--- config.mk ---
export PLATFORM = sky130hd
export DESIGN_NAME = jtag_tap_oversampled
export DESIGN_NICKNAME = d
export VERILOG_FILES = /design/src/rtl/jtag_tap_pkg.sv /design/src/rtl/jtag_tap_fsm.sv /design/src/rtl/jtag_tap_oversampled.sv
export SDC_FILE = /design/constraint.sdc
export NUM_CORES = 1
export LEC_CHECK = 0
export BUFFER_PORTS_ARGS = -buffer_cell sky130_fd_sc_hd__buf_2
export CORE_ASPECT_RATIO = 0.6
export CORE_MARGIN = 5
export CORE_UTILIZATION = 62
export CTS_CLUSTER_DIAMETER = 50
export CTS_CLUSTER_SIZE = 16
export DETAILED_ROUTE_END_ITERATION = 6
export HOLD_SLACK_MARGIN = 0.15
export PLACE_DENSITY = 0.79
export SETUP_SLACK_MARGIN = 0.02
export SLEW_MARGIN = 20
export SYNTH_ARGS = -nofsm -noshare
export SYNTH_HDL_FRONTEND = slang
export SYNTH_SLANG_ARGS = --single-unit
--- constraint.sdc ---
create_clock -name system_clk -period 4.1 [get_ports system_clk]
set_input_delay 0.82 -clock system_clk [delete_from_list [all_inputs] [get_ports system_clk]]
set_output_delay 0.82 -clock system_clk [all_outputs]
set_load 0.05 [all_outputs]
--- src/rtl/jtag_tap_pkg.sv ---
// Shared TAP definitions: IEEE 1149.1 state encodings, BYPASS opcode and the
// TAP next-state function.
package jtag_tap_pkg;

    typedef logic [3:0] tap_state_t;

    localparam tap_state_t EXIT2_DR         = 4'h0;
    localparam tap_state_t EXIT1_DR         = 4'h1;
    localparam tap_state_t SHIFT_DR         = 4'h2;
    localparam tap_state_t PAUSE_DR         = 4'h3;
    localparam tap_state_t SELECT_IR_SCAN   = 4'h4;
    localparam tap_state_t UPDATE_DR        = 4'h5;
    localparam tap_state_t CAPTURE_DR       = 4'h6;
    localparam tap_state_t SELECT_DR_SCAN   = 4'h7;
    localparam tap_state_t EXIT2_IR         = 4'h8;
    localparam tap_state_t EXIT1_IR         = 4'h9;
    localparam tap_state_t SHIFT_IR         = 4'hA;
    localparam tap_state_t PAUSE_IR         = 4'hB;
    localparam tap_state_t RUN_TEST_IDLE    = 4'hC;
    localparam tap_state_t UPDATE_IR        = 4'hD;
    localparam tap_state_t CAPTURE_IR       = 4'hE;
    localparam tap_state_t TEST_LOGIC_RESET = 4'hF;

    // All-ones opcode; slice to the IR width at the point of use.
    localparam logic [31:0] IR_BYPASS = '1;

    function automatic tap_state_t next_tap_state(input tap_state_t state, input logic tms);
        tap_state_t nxt;
        unique case (state)
            TEST_LOGIC_RESET: nxt = tms ? TEST_LOGIC_RESET : RUN_TEST_IDLE;
            RUN_TEST_IDLE:    nxt = tms ? SELECT_DR_SCAN   : RUN_TEST_IDLE;
            SELECT_DR_SCAN:   nxt = tms ? SELECT_IR_SCAN   : CAPTURE_DR;
            CAPTURE_DR:       nxt = tms ? EXIT1_DR         : SHIFT_DR;
            SHIFT_DR:         nxt = tms ? EXIT1_DR         : SHIFT_DR;
            EXIT1_DR:         nxt = tms ? UPDATE_DR        : PAUSE_DR;
            PAUSE_DR:         nxt = tms ? EXIT2_DR         : PAUSE_DR;
            EXIT2_DR:         nxt = tms ? UPDATE_DR        : SHIFT_DR;
            UPDATE_DR:        nxt = tms ? SELECT_DR_SCAN   : RUN_TEST_IDLE;
            SELECT_IR_SCAN:   nxt = tms ? TEST_LOGIC_RESET : CAPTURE_IR;
            CAPTURE_IR:       nxt = tms ? EXIT1_IR         : SHIFT_IR;
            SHIFT_IR:         nxt = tms ? EXIT1_IR         : SHIFT_IR;
            EXIT1_IR:         nxt = tms ? UPDATE_IR        : PAUSE_IR;
            PAUSE_IR:         nxt = tms ? EXIT2_IR         : PAUSE_IR;
            EXIT2_IR:         nxt = tms ? UPDATE_IR        : SHIFT_IR;
            UPDATE_IR:        nxt = tms ? SELECT_DR_SCAN   : RUN_TEST_IDLE;
            default:          nxt = TEST_LOGIC_RESET;
        endcase
        return nxt;
    endfunction

endpackage

--- src/rtl/jtag_tap_fsm.sv ---
// TAP state register; advances one IEEE 1149.1 step per cycle with advance_i high.
module jtag_tap_fsm
    import jtag_tap_pkg::*;
(
    input  logic       system_clk,
    input  logic       rst_i,
    input  logic       advance_i,
    input  logic       tms_i,
    output tap_state_t state_o,
    output tap_state_t next_state_o
);

    tap_state_t state_q;
    tap_state_t state_d;

    always_comb begin
        state_d = state_q;
        if (advance_i) begin
            state_d = next_tap_state(state_q, tms_i);
        end
    end

    always_ff @(posedge system_clk) begin
        if (rst_i) begin
            state_q <= TEST_LOGIC_RESET;
        end else begin
            state_q <= state_d;
        end
    end

    assign state_o      = state_q;
    assign next_state_o = state_d;

endmodule

--- src/rtl/jtag_tap_oversampled.sv ---
// JTAG TAP running entirely on system_clk; TCK is oversampled and edge-detected.
// Define JTAG_TAP_OVERSAMPLED_INPUT_SYNC_EN to add two-flop input synchronizers.
module jtag_tap_oversampled
    import jtag_tap_pkg::*;
#(
    parameter int unsigned         IR_WIDTH     = 4,
    parameter logic [31:0]         IDCODE_VALUE = 32'h149511C3,
    parameter logic [IR_WIDTH-1:0] IDCODE_INSTR = 4'h2,
    parameter logic [IR_WIDTH-1:0] USER_INSTR   = 4'h8
) (
    input  logic                system_clk,
    input  logic                system_rst,
    input  logic                jtag_tck_i,
    input  logic                jtag_tms_i,
    input  logic                jtag_trst_i,
    input  logic                jtag_tdi_i,
    output logic                jtag_tdo_o,
    output logic [3:0]          tap_state_o,
    output logic [IR_WIDTH-1:0] ir_o,
    output logic                user_sel_o,
    output logic                user_capture_o,
    output logic                user_shift_o,
    output logic                user_update_o,
    output logic                user_tdi_o,
    input  logic                user_tdo_i
);

    logic tck_s, tms_s, tdi_s, trst_s;

`ifdef JTAG_TAP_OVERSAMPLED_INPUT_SYNC_EN
    logic [3:0] sync1_q, sync2_q;

    always_ff @(posedge system_clk) begin
        if (system_rst) begin
            sync1_q <= '0;
            sync2_q <= '0;
        end else begin
            sync1_q <= {jtag_trst_i, jtag_tdi_i, jtag_tms_i, jtag_tck_i};
            sync2_q <= sync1_q;
        end
    end

    assign {trst_s, tdi_s, tms_s, tck_s} = sync2_q;
`else
    assign tck_s  = jtag_tck_i;
    assign tms_s  = jtag_tms_i;
    assign tdi_s  = jtag_tdi_i;
    assign trst_s = jtag_trst_i;
`endif

    logic       tap_rst;
    logic       tck_q;
    logic       rise, fall;
    tap_state_t state, next_state;

    assign tap_rst = system_rst | trst_s;
    assign rise    = tck_s & ~tck_q;
    assign fall    = ~tck_s & tck_q;

    jtag_tap_fsm u_fsm (
        .system_clk   (system_clk),
        .rst_i        (tap_rst),
        .advance_i    (rise),
        .tms_i        (tms_s),
        .state_o      (state),
        .next_state_o (next_state)
    );

    logic [IR_WIDTH-1:0] ir_shift_q, ir_q;
    logic [31:0]         idcode_q;
    logic                bypass_q, tdo_q, tdo_d;
    logic                user_capture_q, user_shift_q, user_update_q, user_tdi_q;
    logic                sel_idcode, sel_user;

    // Anything that is neither IDCODE nor USER falls through to BYPASS.
    assign sel_idcode = (ir_q == IDCODE_INSTR);
    assign sel_user   = (ir_q == USER_INSTR);

    always_comb begin
        tdo_d = 1'b0;
        if (state == SHIFT_IR) begin
            tdo_d = ir_shift_q[0];
        end else if (state == SHIFT_DR) begin
            tdo_d = sel_user ? user_tdo_i : (sel_idcode ? idcode_q[0] : bypass_q);
        end
    end

    always_ff @(posedge system_clk) begin
        if (tap_rst) begin
            tck_q          <= 1'b0;
            ir_shift_q     <= '0;
            ir_q           <= IDCODE_INSTR;
            idcode_q       <= '0;
            bypass_q       <= 1'b0;
            tdo_q          <= 1'b0;
            user_capture_q <= 1'b0;
            user_shift_q   <= 1'b0;
            user_update_q  <= 1'b0;
            user_tdi_q     <= 1'b0;
        end else begin
            tck_q          <= tck_s;
            user_capture_q <= 1'b0;
            user_shift_q   <= 1'b0;
            user_update_q  <= 1'b0;
            if (rise) begin
                case (state)
                    CAPTURE_IR: ir_shift_q <= IR_WIDTH'(1);
                    SHIFT_IR:   ir_shift_q <= {tdi_s, ir_shift_q[IR_WIDTH-1:1]};
                    CAPTURE_DR: begin
                        if (sel_idcode) begin
                            idcode_q <= IDCODE_VALUE;
                        end else if (sel_user) begin
                            user_capture_q <= 1'b1;
                        end else begin
                            bypass_q <= 1'b0;
                        end
                    end
                    SHIFT_DR: begin
                        if (sel_user) begin
                            user_shift_q <= 1'b1;
                            user_tdi_q   <= tdi_s;
                        end else if (sel_idcode) begin
                            idcode_q <= {tdi_s, idcode_q[31:1]};
                        end else begin
                            bypass_q <= tdi_s;
                        end
                    end
                    default: ;
                endcase
                if (next_state == TEST_LOGIC_RESET) begin
                    ir_q <= IDCODE_INSTR;
                end
            end
            if (fall) begin
                if (state == UPDATE_IR) begin
                    ir_q <= ir_shift_q;
                end
                if (state == UPDATE_DR && sel_user) begin
                    user_update_q <= 1'b1;
                end
                tdo_q <= tdo_d;
            end
        end
    end

    assign jtag_tdo_o     = tdo_q;
    assign tap_state_o    = state;
    assign ir_o           = ir_q;
    assign user_sel_o     = sel_user;
    assign user_capture_o = user_capture_q;
    assign user_shift_o   = user_shift_q;
    assign user_update_o  = user_update_q;
    assign user_tdi_o     = user_tdi_q;

endmodule

==> flow_metrics.py, run 1 <==
metrics = {
    "sta": {
        "hold_ws_ns": 0.457,
        "fin_crit_ns": 2.40,
        "min_period_over_period_pct": 58.6,
        "rsz0062_at_grt": "no",
        "slew_headroom_pct": 47.9,
        "skew_ns": 0.0116,
        "fmax_ghz": 0.416,
        "hold_viol": 0,
        "setup_violations": 0,
        "tns_ns": 0,
        "drv_slew": 0,
        "worst_pin_slew_ns": 0.781,
    },
    "routing": {
        "drtIter0Drc": 106,
        "first_pass_iters": 4,
        "finalWirelength_mm": 4.51,
        "vias": 1855,
        "post-route-drc-count": 0,
        "drt.antenna.violating_nets": 0,
        "vias_per_cell": 5.95,
        "wl_per_cell_um": 14.4,
    },
    "logic_synthesis": {
        "yosys-top-cells-area": "dfxtp_1, a21oi_1, nor3_1",
        "yosys-top-cells-count": "dfxtp_1, a21oi_1, nand2_1, nor3_1, nand3_1",
        "netlist-cell-type-count": 32,
        "synthFlopType": "dfxtp_1",
        "ys_async_sr_fraction_pct": 0,
        "ys_seq_area_share_pct": 48.2,
        "syn_area_um2": 2120,
        "synth_seq_cells": 51,
        "ys_warn_count": 0,
        "synth_most_common_cell": "dfxtp_1",
        "synthCells": 255,
        "synth-edff-count": 0,
        "syn_area_per_cell_um2": 8.30,
        "yosys.area.top_type": "dfxtp_1",
        "syn_nets": 262,
        "synth_top_area_share_pct": 48.2,
    },
    "pwr": {
        "ir_worst_vdd_v": 0.000263,
        "powerDensity_nw_per_um2": 364,
        "power_mw": 0.840,
        "p_leak_nw": 0.754,
    },
    "grt": {
        "gr-usage-all-layers_pct": 19.6,
        "antenna_found_initial": 0,
        "grt_start_max_net_pins": 43,
        "grt_pass1_wl_mm": 7.64,
        "overflow": 0,
        "grt_pass1_vias": 1552,
    },
    "setup_path": {
        "arrival_ns": 1.58,
        "crit_type": "register to output port",
        "worstSetupEndpointType": "output port",
        "required_ns": 3.28,
        "r2r-start": "u_fsm.state_o[0]",
        "rr_worst_depth": 4,
        "critPathMaxFanout": 8,
        "critical_path.startpoint_type": "register",
        "rrSetupSlack_ns": 2.11,
        "reg2reg_to": "jtag_tdo_o",
    },
    "floorplanning": {
        "ios": 21,
        "fp.dieH_um": 55.3,
        "core.rowCount": 16,
        "start_util_pct": 64.9,
        "core-area_um2": 3260,
        "die-width_um": 85.4,
        "dieArea_um2": 4720,
    },
    "clock_network": {
        "postCtsSetupBuffers": 0,
        "cts_tree": "yes",
        "htree_num_levels": 2,
        "postCtsResizedCells": 0,
        "numClockSinks": 51,
        "clock-root-buffer": "clkbuf_8",
        "clkLatencyLatePin_ns": 0.30,
        "ctsHoldBuffers": 0,
        "cts_buffers": 5,
        "cts_buffer_depth": 2,
        "path_clk_slew_ns": 0.09,
    },
    "placed_design": {
        "io_buffer_count": 20,
        "place.gp.congestion": 0.883,
        "hpwl_mm": 2.92,
    },
    "layout": {
        "diodes": 0,
        "seqCellArea_um2": 1020,
        "synthToLayoutAreaGrowth_pct": 8.81,
        "nets": 273,
        "num-fill-cells": 276,
        "multi_input_area_um2": 990,
        "layout-drive-gt1-share_pct": 13.9,
        "final_util_pct": 70.6,
    },
    "worst_hold_path": {
        "hold_depth": 2,
        "min_from": "idcode_q[4]",
        "holdPathEnd": "idcode_q[4]",
        "hp-class": "register to register",
    },
    "job": {
        "cap_violations": 0,
    },
    "status": {
        "status": "finished clean",
    },
}
## routing by layer
layer	global-route usage (%)	routed length, um	part of all wire, %	up-vias
li1	-	-	-	927
met1	32.0	2360	52	876
met2	25.8	1830	40	52
met3	5.20	322	7.1	0
met4	2.71	0	0	0
met5	0	0	0	-
## registers in the layout, indices dropped and copies added (netlist names)
signal,flops
ir_o,4
user_update_o,1
user_shift_o,1
bypass_q,1
jtag_tdo_o,1
user_capture_o,1
u_fsm.state_o,4
tck_q,1
ir_shift_q,4
user_tdi_o,1
idcode_q,32
## through the flow
| stage | std cells | setup WS [ns] | cell area, um2 |
|---|---|---|---|
| after global routing | 312 | 1.61 | 2300 |
| after CTS | 312 | 1.70 | 2300 |
| after detailed placement | 304 | 1.59 | 2200 |
| final | 312 | 1.70 | 2300 |
| after floorplan | 255 | 1.43 | 2120 |
| after global placement | 304 | 1.61 | 2200 |
## where the power goes
part	internal [mW]	switching [mW]	leakage, nW
clock network	0.138	0.167	0.0474
logic	0.00947	0.0244	0.296
registers	0.496	0.00449	0.411
## worst max path at each step
stage | startpoint | endpoint | slack [ns] | cells past startpoint
final | ir_o[3] | user_sel_o | 1.70 | 2
after global routing | ir_o[3] | user_sel_o | 1.61 | 2
after CTS | ir_o[3] | user_sel_o | 1.70 | 2
after detailed placement | jtag_trst_i | ir_o[1] | 1.59 | 5
after global placement | jtag_trst_i | ir_o[1] | 1.61 | 5
after floorplan | ir_o[3] | user_sel_o | 1.43 | 1
## kinds of logic after synthesis
group                  after synthesis  share of synthesized area, %
AND/OR/NAND/NOR                    126                          30.4
AO/OA/AOI/OAI                       51                          14.2
flip-flops                          51                          48.2
buffers and inverters               23                          5.32
multiplexers                         3                          1.42
XOR/XNOR                             1                         0.414
## layout make-up
class | count | share of cell area, %
Clock buffer | 6 | 3.59
Clock inverter | 2 | 0.706
Inverter | 4 | 0.652
Multi-Input combinational cell | 181 | 43.0
Sequential cell | 51 | 44.3
Tap cell | 45 | 2.44
Timing Repair Buffer | 23 | 5.32
## worst max-delay path: stages (launching register included)
cell	delay, ns
dfxtp_1	0.50
nor4b_2	0.43
buf_2	0.35
## layout by cell type (no fill, tap or decap), drive strengths merged, types with 5 or more instances in the layout
cell type,count
nor4,6
clkbuf,6
dfxtp,51
nor2,22
o21ai,12
nor3,26
nand2,26
nand2b,6
nand3,25
nor2b,5
buf,23
a21oi,27
(Power assumes the default switching activity.)
==> run 2: changes to the inputs <==
--- a/config.mk
+++ b/config.mk
@@ -8,12 +8,12 @@
 export BUFFER_PORTS_ARGS = -buffer_cell sky130_fd_sc_hd__buf_2
 export CORE_ASPECT_RATIO = 0.6
 export CORE_MARGIN = 5
-export CORE_UTILIZATION = 62
+export CORE_UTILIZATION = 57
 export CTS_CLUSTER_DIAMETER = 50
 export CTS_CLUSTER_SIZE = 16
 export DETAILED_ROUTE_END_ITERATION = 6
 export HOLD_SLACK_MARGIN = 0.15
-export PLACE_DENSITY = 0.79
+export PLACE_DENSITY = 0.73
 export SETUP_SLACK_MARGIN = 0.02
 export SLEW_MARGIN = 20
 export SYNTH_ARGS = -nofsm -noshare
==> constraint.sdc (replaced) <==
create_clock -name system_clk -period 2.5 [get_ports system_clk]
set_input_delay 0.5 -clock system_clk [delete_from_list [all_inputs] [get_ports system_clk]]
set_output_delay 0.5 -clock system_clk [all_outputs]
set_load 0.05 [all_outputs]
==> flow_metrics.py, run 2 (synthesis gave the netlist of run 1 again) <==
metrics = {
    "pwr": {
        "power_mw": 1.34,
        "ir_worst_vdd_v": 0.000366,
        "swShare_pct": 23.0,
        "p_leak_nw": 0.778,
        "p_sw_mw": 0.307,
        "internal_power_mw": 1.03,
        "sequentialPowerShare_pct": 61.5,
        "p_comb_share_pct": 4.4,
        "powerDensity_nw_per_um2": 572,
        "pwr-share-clk_pct": 34.1,
    },
    "grt": {
        "grt_pass1_wl_mm": 7.40,
        "grt_pass1_vias": 1507,
        "grt_start_max_net_pins": 33,
        "overflow": 0,
        "antenna_found_initial": 0,
        "grtUsageMet3_pct": 4.76,
        "grt_util_met2_pct": 23.5,
        "use_met1_pct": 30.2,
        "top_usage_layer": "met1",
        "gr-usage-all-layers_pct": 18.6,
    },
    "sta": {
        "fmax_ghz": 0.499,
        "tns_ns": 0,
        "worst_pin_slew_ns": 0.530,
        "slew_headroom_pct": 64.6,
        "rsz0062_at_grt": "no",
        "hold_viol": 0,
        "setup_violations": 0,
        "skew_ns": 0.00476,
        "drv_slew": 0,
        "min_period_over_period_pct": 80.2,
        "fin_crit_ns": 2.00,
    },
    "clock_network": {
        "ctsHoldBuffers": 0,
        "numClockSinks": 51,
        "clkLatencyLatePin_ns": 0.29,
        "htree_num_levels": 2,
        "cts_buffer_depth": 2,
        "postCtsResizedCells": 0,
        "cts_buffers": 5,
        "cts_tree": "yes",
        "postCtsSetupBuffers": 0,
        "path_clk_slew_ns": 0.09,
        "clock-root-buffer": "clkbuf_8",
    },
    "layout": {
        "nets": 279,
        "synthToLayoutAreaGrowth_pct": 10.4,
        "regMostFlops": "idcode_q",
        "layout-drive-gt1-share_pct": 15.4,
        "largest_reg_flops": 32,
        "final_util_pct": 64.6,
        "diodes": 0,
        "final_common_cell": "dfxtp_1",
        "num-fill-cells": 328,
        "final_cell_mix": "dfxtp_1, a21oi_1, nand2_1, nor3_1, nand3_1",
        "design_area_um2": 2340,
    },
    "setup_path": {
        "critPathMaxFanout": 8,
        "critical_path.startpoint_type": "register",
        "arrival_ns": 1.50,
        "rrSetupSlack_ns": 0.60,
        "crit_type": "register to output port",
        "required_ns": 2.00,
        "worstSetupEndpointType": "output port",
    },
    "routing": {
        "drtIter0Drc": 106,
        "wl_per_cell_um": 13.5,
        "post-route-drc-count": 0,
        "drt.antenna.violating_nets": 0,
        "vias_per_cell": 5.65,
        "vias": 1807,
        "finalWirelength_mm": 4.34,
        "first_pass_iters": 5,
    },
    "placed_design": {
        "io_buffer_count": 20,
        "place.gp.congestion": 0.901,
        "placed_cell_area_um2": 2250,
        "hpwl_mm": 2.99,
    },
    "floorplanning": {
        "core-area_um2": 3620,
        "fp.dieH_um": 57.2,
        "ios": 21,
        "dieArea_um2": 5070,
        "start_util_pct": 58.5,
        "die-width_um": 88.7,
        "core.rowCount": 17,
    },
    "status": {
        "status": "finished clean",
    },
    "job": {
        "cap_violations": 0,
    },
    "worst_hold_path": {
        "hp-class": "input pin to register",
    },
}
## run 2: changes by cell type in the layout (fill, tap and decap cells not counted)
cell,before,now
buf_4,3,9
clkinv_2,0,1
clkbuf_8,6,5
clkinv_4,1,0
clkbuf_1,0,1
## run 2: per-layer routing
layer  vias to the layer above  part of all wire, %
met4                         0                 0.53
li1                        929                    -
met5                         -                    0
met2                        59                   39
met1                       817                   52
met3                         2                  9.0
## run 2: metrics by stage
stage	worst slack, ns	hold WS [ns]	cells
finish	0.496	0.457	320
global route	0.385	0.475	320
CTS	0.462	0.451	320
detailed placement	0.600	0.444	312
global placement	0.620	0.441	312
floorplan	0.0798	0.432	255
## run 2: area by class of cell
cell class                      count  area, um2  area share (%)
Sequential cell                    51       1020            43.7
Timing Repair Buffer               29        168            7.17
Inverter                            4       15.0           0.642
Clock buffer                        6       72.6            3.10
Clock inverter                      2       12.5           0.535
Tap cell                           47       58.8            2.52
Multi-Input combinational cell    181        990            42.3
## run 2: worst max-delay path, cell delays in order, from the launching register on
cell     delay [ns]
dfxtp_1        0.47
nor4b_2        0.40
buf_2          0.34
## run 2: final timing paths
check / startpoint / endpoint / depth (start not counted)
max: ir_o[3] / user_sel_o / 2
min: jtag_tdi_i / user_tdi_o / 3
max reg2reg: u_fsm.state_o[1] / idcode_q[5] / 5
min reg2reg: idcode_q[24] / idcode_q[24] / 2
## run 2: power by group through the flow
stage	registers, mW	logic (mW)	clock network (mW)
after CTS	0.821	0.0583	0.471
after detailed placement	0.840	0.0582	0
after global routing	0.822	0.0645	0.513
after global placement	0.840	0.0581	0
final	0.821	0.0588	0.456
after floorplan	0.842	0.0376	0
